==> src/rtl/enc8x3_scan.sv <==
// rtl/enc8x3_scan.sv - sequential 8-to-3 encoder emitting one index per set request bit
// Optional macro ENC_COUNT_EN: registers the popcount of each accepted vector on vec_count.
module enc8x3_scan #(
   parameter bit LSB_FIRST = 1'b1
) (
   input  logic       clk,
   input  logic       rst_n,
   input  logic [7:0] in_vec,
   input  logic       in_valid,
   output logic       in_ready,
   output logic [2:0] code,
   output logic       code_valid,
   input  logic       code_ready,
   output logic       code_last,
   output logic       zero_vec,
   output logic [3:0] vec_count
);

   typedef enum logic {IDLE, SCAN} state_t;

   state_t     state_q, state_d;
   logic [7:0] pending_q, pending_d;
   logic       zero_q, zero_d;
   logic [2:0] sel_idx;
   logic       sel_last;

   // Later loop iterations overwrite earlier ones, so the scan direction sets the priority.
   always_comb begin
      sel_idx = 3'd0;
      if (LSB_FIRST) begin
         for (int i = 7; i >= 0; i--) begin
            if (pending_q[i]) sel_idx = 3'(i);
         end
      end else begin
         for (int i = 0; i < 8; i++) begin
            if (pending_q[i]) sel_idx = 3'(i);
         end
      end
   end

   assign sel_last = (pending_q != 8'h00) && ((pending_q & (pending_q - 8'd1)) == 8'h00);

   always_comb begin
      state_d    = state_q;
      pending_d  = pending_q;
      zero_d     = 1'b0;
      in_ready   = 1'b0;
      code_valid = 1'b0;
      code       = 3'd0;
      code_last  = 1'b0;
      case (state_q)
         IDLE: begin
            in_ready = 1'b1;
            if (in_valid) begin
               if (in_vec != 8'h00) begin
                  pending_d = in_vec;
                  state_d   = SCAN;
               end else begin
                  zero_d = 1'b1;
               end
            end
         end
         SCAN: begin
            code_valid = 1'b1;
            code       = sel_idx;
            code_last  = sel_last;
            if (code_ready) begin
               pending_d = pending_q & ~(8'b1 << sel_idx);
               if (sel_last) state_d = IDLE;
            end
         end
         default: state_d = IDLE;
      endcase
   end

   always_ff @(posedge clk or negedge rst_n) begin
      if (!rst_n) begin
         state_q   <= IDLE;
         pending_q <= 8'h00;
         zero_q    <= 1'b0;
      end else begin
         state_q   <= state_d;
         pending_q <= pending_d;
         zero_q    <= zero_d;
      end
   end

   assign zero_vec = zero_q;

`ifdef ENC_COUNT_EN
   logic [3:0] count_q;
   logic [3:0] popcnt;

   always_comb begin
      popcnt = 4'd0;
      for (int i = 0; i < 8; i++) begin
         popcnt = popcnt + 4'(in_vec[i]);
      end
   end

   always_ff @(posedge clk or negedge rst_n) begin
      if (!rst_n) begin
         count_q <= 4'd0;
      end else if (in_valid && in_ready) begin
         count_q <= popcnt;
      end
   end

   assign vec_count = count_q;
`else
   assign vec_count = 4'd0;
`endif

endmodule

==> config.mk <==
export PLATFORM = sky130hd
export DESIGN_NAME = enc8x3_scan
export DESIGN_NICKNAME = d
export VERILOG_FILES = /design/src/rtl/enc8x3_scan.sv
export SDC_FILE = /design/constraint.sdc
export NUM_CORES = 1
export LEC_CHECK = 0
export ABC_AREA = 1
export CAP_MARGIN = 20
export CELL_PAD_IN_SITES_DETAIL_PLACEMENT = 0
export CELL_PAD_IN_SITES_GLOBAL_PLACEMENT = 2
export CORE_UTILIZATION = 25
export CTS_BUF_LIST = sky130_fd_sc_hd__clkbuf_8 sky130_fd_sc_hd__clkbuf_16
export DETAILED_ROUTE_END_ITERATION = 12
export GPL_TIMING_DRIVEN = 0
export MAX_ROUTING_LAYER = met4
export PLACE_DENSITY_LB_ADDON = 0.1
export SLEW_MARGIN = 40
export SYNTH_ARGS = -nofsm -noshare
export SYNTH_HDL_FRONTEND = slang
export SYNTH_SLANG_ARGS = --single-unit
export TNS_END_PERCENT = 1
==> constraint.sdc <==
create_clock -name clk -period 4.3 [get_ports clk]
set_clock_uncertainty 0.15 [all_clocks]
set_input_delay 0.86 -clock clk [delete_from_list [all_inputs] [get_ports clk]]
set_output_delay 0.86 -clock clk [all_outputs]
set_load 0.01 [all_outputs]
After elaboration in Yosys (flattened, before gate mapping). Cells that the tools add are included.

Register bits: 10. Input bits: 12. Output and inout bits: 11. Logic and storage cells: 41.

Add/sub/neg operators: 1. Equal/unequal tests: 3. Shift-type cells: 1. Muxes and demuxes: 24. Bitwise operators: 4. Reduce and logical (&&, ||, !) cells: 5.

Operators with widths (count): $mux W3 (9); $mux W8 (3); $and A8 B8 Y8 (2); $pmux W8 S2 (1); $reduce_bool A8 Y1 (2); $mux W1 (10); $logic_not A8 Y1 (1); $not A8 Y8 (1); $shl A1 B3 Y8 const A (1); $sub A8 B1 Y8 const B (1); $ne A2 B2 Y1 const B (3); $reduce_and A3 Y1 (1); $pmux W1 S2 (1); $logic_and A1 B1 Y1 (1); $not A1 Y1 (1).

Depth between registers and ports, before layout. Gate-level depths: netlist of the first run.

Depth after elaboration: 13. Gate-level depth with buffers: 9. Depth with buffers taken out: 8.

Worst setup path after synthesis of the first run. Ideal clock, no wire load.

Path type: register to output. From: register pending_q[2]. To: output code_last. Arrival time: 1136 ps. Data required time: 3290 ps. Slack: 2154 ps. Stages on the path, launching flop included: 6. Buffers on the path: 0. Cells stage by stage: dfrtp_1 > nor2_1 > nand3_1 > a21oi_1 > nand3_1 > nor2_1.

Longest elaborated chain between the ends: 5. Elaborated cells on any way between the ends: 6. Those cells by class: add/sub: 1; mux: 1; bitwise: 1; reduce/logical: 3.

Ends and longest elaborated chain: from (decl) (RTL line 22) `logic [7:0] pending_q, pending_d;`; from (signal assigned) (RTL line 83) `pending_q <= pending_d;`; $sub A8 B1 Y8 (RTL line 41) `assign sel_last = (pending_q != 8'h00) && ((pending_q & (pending_q - 8'd1)) == 8'h00);`; $and A8 B8 Y8 (RTL line 41); $logic_not A8 Y1 (RTL line 41); $logic_and A1 B1 Y1 * (RTL line 41); $mux W1 * (RTL line 51) `case (state_q)`; to (decl) (RTL line 14) `output logic code_last,`.

Every way passes the cells marked *; elsewhere a longest branch is shown, timed or not.

Worst setup path in the final report of the first run. Same ends and word-level chain as after synthesis.

==> impl_metrics.tcl, run 1 <==
set metrics [dict create \
    irDropWorstVdd_mv 0.287 \
    clk_latency_ns 0.24 \
    avgSynthCellArea_um2 6.75 \
    fin_crit_ns 3.04 \
    die_area_um2 3140 \
    cts_tree "done" \
    holdPathStages 2 \
    hold_viol 0 \
    cts_root_buf "clkbuf_8" \
    leakagePower_nw 0.478 \
    final_cell_mix "nand2_1 (31), clkdlybuf4s50_1 (18), nor2_1 (14)" \
    regArea_um2 250 \
    grt_util_met1 0.201 \
    overflow 0 \
    fin_tns_setup_ns 0 \
    syn_inst 108 \
    clkTransAtPathRegs_ns 0.06 \
    numPortBuffers 18 \
    place_area_um2 960 \
    drv_cap 0 \
    r2r_start "state_q$_DFF_PN0_" \
    powerDensity_nw_per_um2 733 \
    final_common_cell "nand2_1" \
    rr_endpoint "pending_q[4]$_DFFE_PN0P_" \
    drcViolationCount 0 \
    endpoint_kind "output port" \
    cts_setup_buffers 0 \
    core-area_um2 2760 \
    cts_buffers 3 \
    cts_hold_buf 0 \
    dpl.hpwl_um 1660 \
    rsz0062_at_grt "false" \
    drt-total-wl_um 2010 \
    fin_nets 146 \
    final_util 0.368 \
    synth_largest_area_cell "dfrtp_1" \
    slew_viol_final 0 \
    start_kind "flip-flop" \
    crit_required_ns 3.29 \
    synth_top_area_frac 0.343 \
    final_area_um2 1010 \
    yosysWarningCount 0 \
    grt_pass1_wl_um 3540 \
    wl_per_cell_um 12.3 \
    die_h_um 56.0 \
    drt_first_iter_violations 4 \
    yosys-top-cells-area "dfrtp_1 (34%), nand2_1 (16%), o21ai_2 (8.4%)" \
    rows 19 \
    antenna_cells 0 \
    drt_first_pass_iters 4 \
    multiInputGateArea_um2 407 \
    htreeDepth 1 \
    grt_pass1_vias 748 \
    cts.sinks 10 \
    relSlewSlack 0.652 \
    fmax_mhz 329 \
    grt_max_degree 11 \
    slowest_stage "clkdlybuf4s50_1" \
    hold_path.class "flip-flop to flip-flop" \
    outcome "complete, no violations" \
    crit_path_max_fanout 5 \
    ys_seq_area_frac 0.343 \
    drive_above_1_share 0.188 \
    min_to "pending_q[1]$_DFFE_PN0P_" \
    fill_cells 306 \
    cts_buffer_depth 2 \
    grt.busiest_layer "met2" \
    place_congestion 0.747 \
    gr-usage-met3 0.0349 \
    setup_viol 0 \
    ff2ff_path_depth 8 \
    crit_chain "nor2_1, nand3_1, a21oi_1, nand3_1, nor2_1, clkdlybuf4s50_1" \
    syn-cell-area_um2 729 \
    crit_path_max_incr_delay_ns 0.54 \
    min_from "pending_q[1]$_DFFE_PN0P_" \
    vias_per_cell 4.61 \
    antenna_left 0 \
    ys_types 20 \
    rrSetupSlack_ns 2.72 \
    die_w_um 56.0 \
    start_util 0.265 \
    synth_seq_cells 10 \
    path_class "flip-flop to output port" \
    post-route-period-util 0.707 \
    vias 756 \
    antenna_found_initial 0 \
    worstMarginPinSlew_ns 0.521 \
    use_met2 0.224 \
    area_growth_pct 39.1 \
    io_pins 23 \
    post_cts_resize_count 0 \
    crit_arrival_ns 2.03 \
    grt_usage 0.152 \
]
worst max-delay path by stage:
stage | start | to | slack (ns) | cells past startpoint
global placement | pending_q[2]$_DFFE_PN0P_ | code_last | 1.47 | 6
global route | pending_q[2]$_DFFE_PN0P_ | code_last | 1.06 | 6
CTS | pending_q[2]$_DFFE_PN0P_ | code_last | 1.23 | 6
finish | pending_q[2]$_DFFE_PN0P_ | code_last | 1.26 | 6
detailed placement | pending_q[2]$_DFFE_PN0P_ | code_last | 1.50 | 6
floorplan | pending_q[2]$_DFFE_PN0P_ | code_last | 2.15 | 5
worst max-delay path: cells and delay by family, from the launching register on:
family / cells / cell delay (ns)
AND/OR/NAND/NOR: 4 / 0.62
AO/OA/AOI/OAI: 1 / 0.21
buffers and inverters: 1 / 0.54
flip-flops: 1 / 0.41
area by class of cell:
| class | instances | area share |
|---|---|---|
| Sequential cell | 10 | 0.247 |
| Clock buffer | 4 | 0.0543 |
| Inverter | 10 | 0.0370 |
| Timing Repair Buffer | 18 | 0.178 |
| Tap cell | 31 | 0.0382 |
| Multi-Input combinational cell | 85 | 0.401 |
| Buffer | 6 | 0.0456 |
power breakdown:
part	switching [W]	internal (W)
Sequential	0.0000462	0.000130
Combinational	0.000251	0.000192
Clock	0.0000431	0.0000809
kinds of logic (layout without fill, tap and decap cells):
logic type             Yosys count  after routing  share of synthesized area
AOI/OAI and AO/OA               20             20                      0.185
DFF                             10             10                      0.343
other                            1              4                    0.00514
buffers and inverters           16             38                      0.115
and+or+nand+nor                 61             61                      0.352
per-stage QoR:
step                      hold WS, ns  total power, W  worst slack (ns)  instances
final                           0.436        0.000744              1.26        164
after global routing            0.454        0.000820              1.06        164
after CTS                       0.427        0.000756              1.23        164
after detailed placement        0.413        0.000630              1.50        160
after global placement          0.415        0.000633              1.47        160
after floorplan                 0.370        0.000464              2.15        111
sequential cells by signal, indices dropped and copies added, names as in the netlist:
name,cells
zero_vec,1
state_q,1
pending_q,8
Yosys cell counts, drive strengths merged:
cell type and instances:
nand4 1, nor2 16, o211ai 1, nand3 9, inv 10, conb 1
o21ai 14, buf 6, nand2 34, dfrtp 10, nor3 1, a21oi 4
o31ai 1
per-layer routing:
layer  part of all wire  routed length (um)
met1               0.50                1000
met2               0.44                 890
met3              0.040                  80
met4              0.018                  36
met5                  0                   0
Note: power is estimated with default switching activity, not from simulation.
==> run 2, diff against run 1 <==
Settings changed: CORE_UTILIZATION 25 to 21.
Clock period 4.3 ns to 2.6 ns, I/O delays scaled along.
==> impl_metrics.tcl, run 2 (synthesized netlist as in run 1, its figures left out) <==
set metrics [dict create \
    die_area_um2 3710 \
    hold_path.class "flip-flop to flip-flop" \
    fin_nets 146 \
    rows 21 \
    io_pins 23 \
    drt_first_pass_iters 4 \
    drcViolationCount 0 \
    drt_first_iter_violations 30 \
    fin_crit_ns 2.43 \
    wl_per_cell_um 11.7 \
    worstMarginPinSlew_ns 0.526 \
    irDropWorstVdd_mv 0.365 \
    grt_pass1_vias 724 \
    crit_path_max_fanout 10 \
    clk_latency_ns 0.24 \
    powerDensity_nw_per_um2 1180 \
    post-route-period-util 0.936 \
    die_w_um 60.9 \
    cts_buffers 3 \
    drive_above_1_share 0.220 \
    dpl.hpwl_um 1640 \
    final_area_um2 1050 \
    die_h_um 60.9 \
    numPortBuffers 18 \
    grt_usage 0.141 \
    leakagePower_nw 0.504 \
    final_common_cell "nand2_1" \
    grt_max_degree 11 \
    endpoint_kind "output port" \
    crit_arrival_ns 1.76 \
    outcome "complete, no violations" \
    crit_chain "inv_2, buf_2, nor2_1, clkdlybuf4s50_1" \
    setup_viol 0 \
    cts.sinks 10 \
    overflow 0 \
    area_growth_pct 43.4 \
    hold_viol 0 \
    relSlewSlack 0.648 \
    place_area_um2 978 \
    crit_path_max_incr_delay_ns 0.55 \
    start_kind "flip-flop" \
    cts_setup_buffers 0 \
    fin_tns_setup_ns 0 \
    cts_buffer_depth 2 \
    final_util 0.313 \
    vias 787 \
    largest_reg_flops 8 \
    place_congestion 0.813 \
    fill_cells 387 \
    fmax_mhz 411 \
    cts_root_buf "clkbuf_8" \
    htreeDepth 1 \
    design_power_total_w 0.00124 \
    start_util 0.219 \
    antenna_left 0 \
    path_class "flip-flop to output port" \
    cts_tree "done" \
    whs_ns 0.457 \
    vias_per_cell 4.42 \
    slowest_stage "clkdlybuf4s50_1" \
    regMostFlops "pending_q" \
    antenna_cells 0 \
    path_buf_inv 3 \
    crit_family "buffers and inverters" \
    clkTransAtPathRegs_ns 0.05 \
    antenna_found_initial 0 \
    drv_cap 0 \
    slew_viol_final 0 \
    core-area_um2 3340 \
    crit_required_ns 1.93 \
    drt-total-wl_um 2080 \
    rsz0062_at_grt "false" \
    grt_pass1_wl_um 3530 \
    final_cell_mix "nand2_1 (31), clkdlybuf4s50_1 (16), nor2_1 (13)" \
]
-- run 2: changes by cell type in the layout (fill, tap and decap cells not counted), sizes merged --
cell	change
dlymetal6s2s	+2
clkbuf	-1
clkdlybuf4s50	-2
-- run 2: timing repair --
item                                    4_1_cts  5_1_grt
endpoints found under the setup margin        1        2
pin swaps                                     0        2
gates resized for setup                       5        5
hold buffers                                  0        0
-- run 2: worst register-to-register path: stages, from the launching register on --
cell	delay, ns
dfrtp_1	0.47
inv_2	0.18
nand2_2	0.07
nor2_2	0.18
a21oi_2	0.08
inv_2	0.13
buf_6	0.18
nand2_2	0.06
o21ai_2	0.05
-- run 2: per-layer routing --
metal  global-route usage  share of wire  vias up
met2                0.220           0.46       36
li1                     -              -      387
met5                    -              0        -
met1                0.180           0.46      360
met3               0.0384          0.067        4
met4               0.0390          0.012        0
-- run 2: worst paths after layout --
kind / startpoint / to / slack, ns / cells after the start
worst min-delay path: pending_q[1]$_DFFE_PN0P_ / pending_q[1]$_DFFE_PN0P_ / 0.46 / 2
worst min register to register: pending_q[1]$_DFFE_PN0P_ / pending_q[1]$_DFFE_PN0P_ / 0.46 / 2
worst max register to register: state_q$_DFF_PN0_ / pending_q[4]$_DFFE_PN0P_ / 0.98 / 8
min in group asynchronous: rst_n / pending_q[2]$_DFFE_PN0P_ / 0.48 / 1
max in group asynchronous: rst_n / pending_q[5]$_DFFE_PN0P_ / 1.44 / 1
worst max-delay path: state_q$_DFF_PN0_ / code[2] / 0.17 / 4
-- run 2: final cells by class --
class,instances,area (um^2),area share
plain buffers,6,46.3,0.0443
clock buffers,3,41.3,0.0395
inverters,10,37.5,0.0359
multi-input cells,85,427,0.408
flip-flops and latches,10,251,0.240
well taps,46,57.6,0.0550
repair buffers,18,185,0.177
-- run 2: power breakdown --
group / internal, W / switching, W / total [W]
clock network: 0.000102 / 0.0000651 / 0.000167
logic: 0.000327 / 0.000439 / 0.000766
registers: 0.000216 / 0.0000901 / 0.000306
-- run 2: metrics by stage --
step,cells,setup slack [ns]
after floorplan,111,0.794
after global placement,175,0.0964
after detailed placement,175,0.147
after CTS,178,0.00521
after global routing,178,0.0264
final,178,0.166
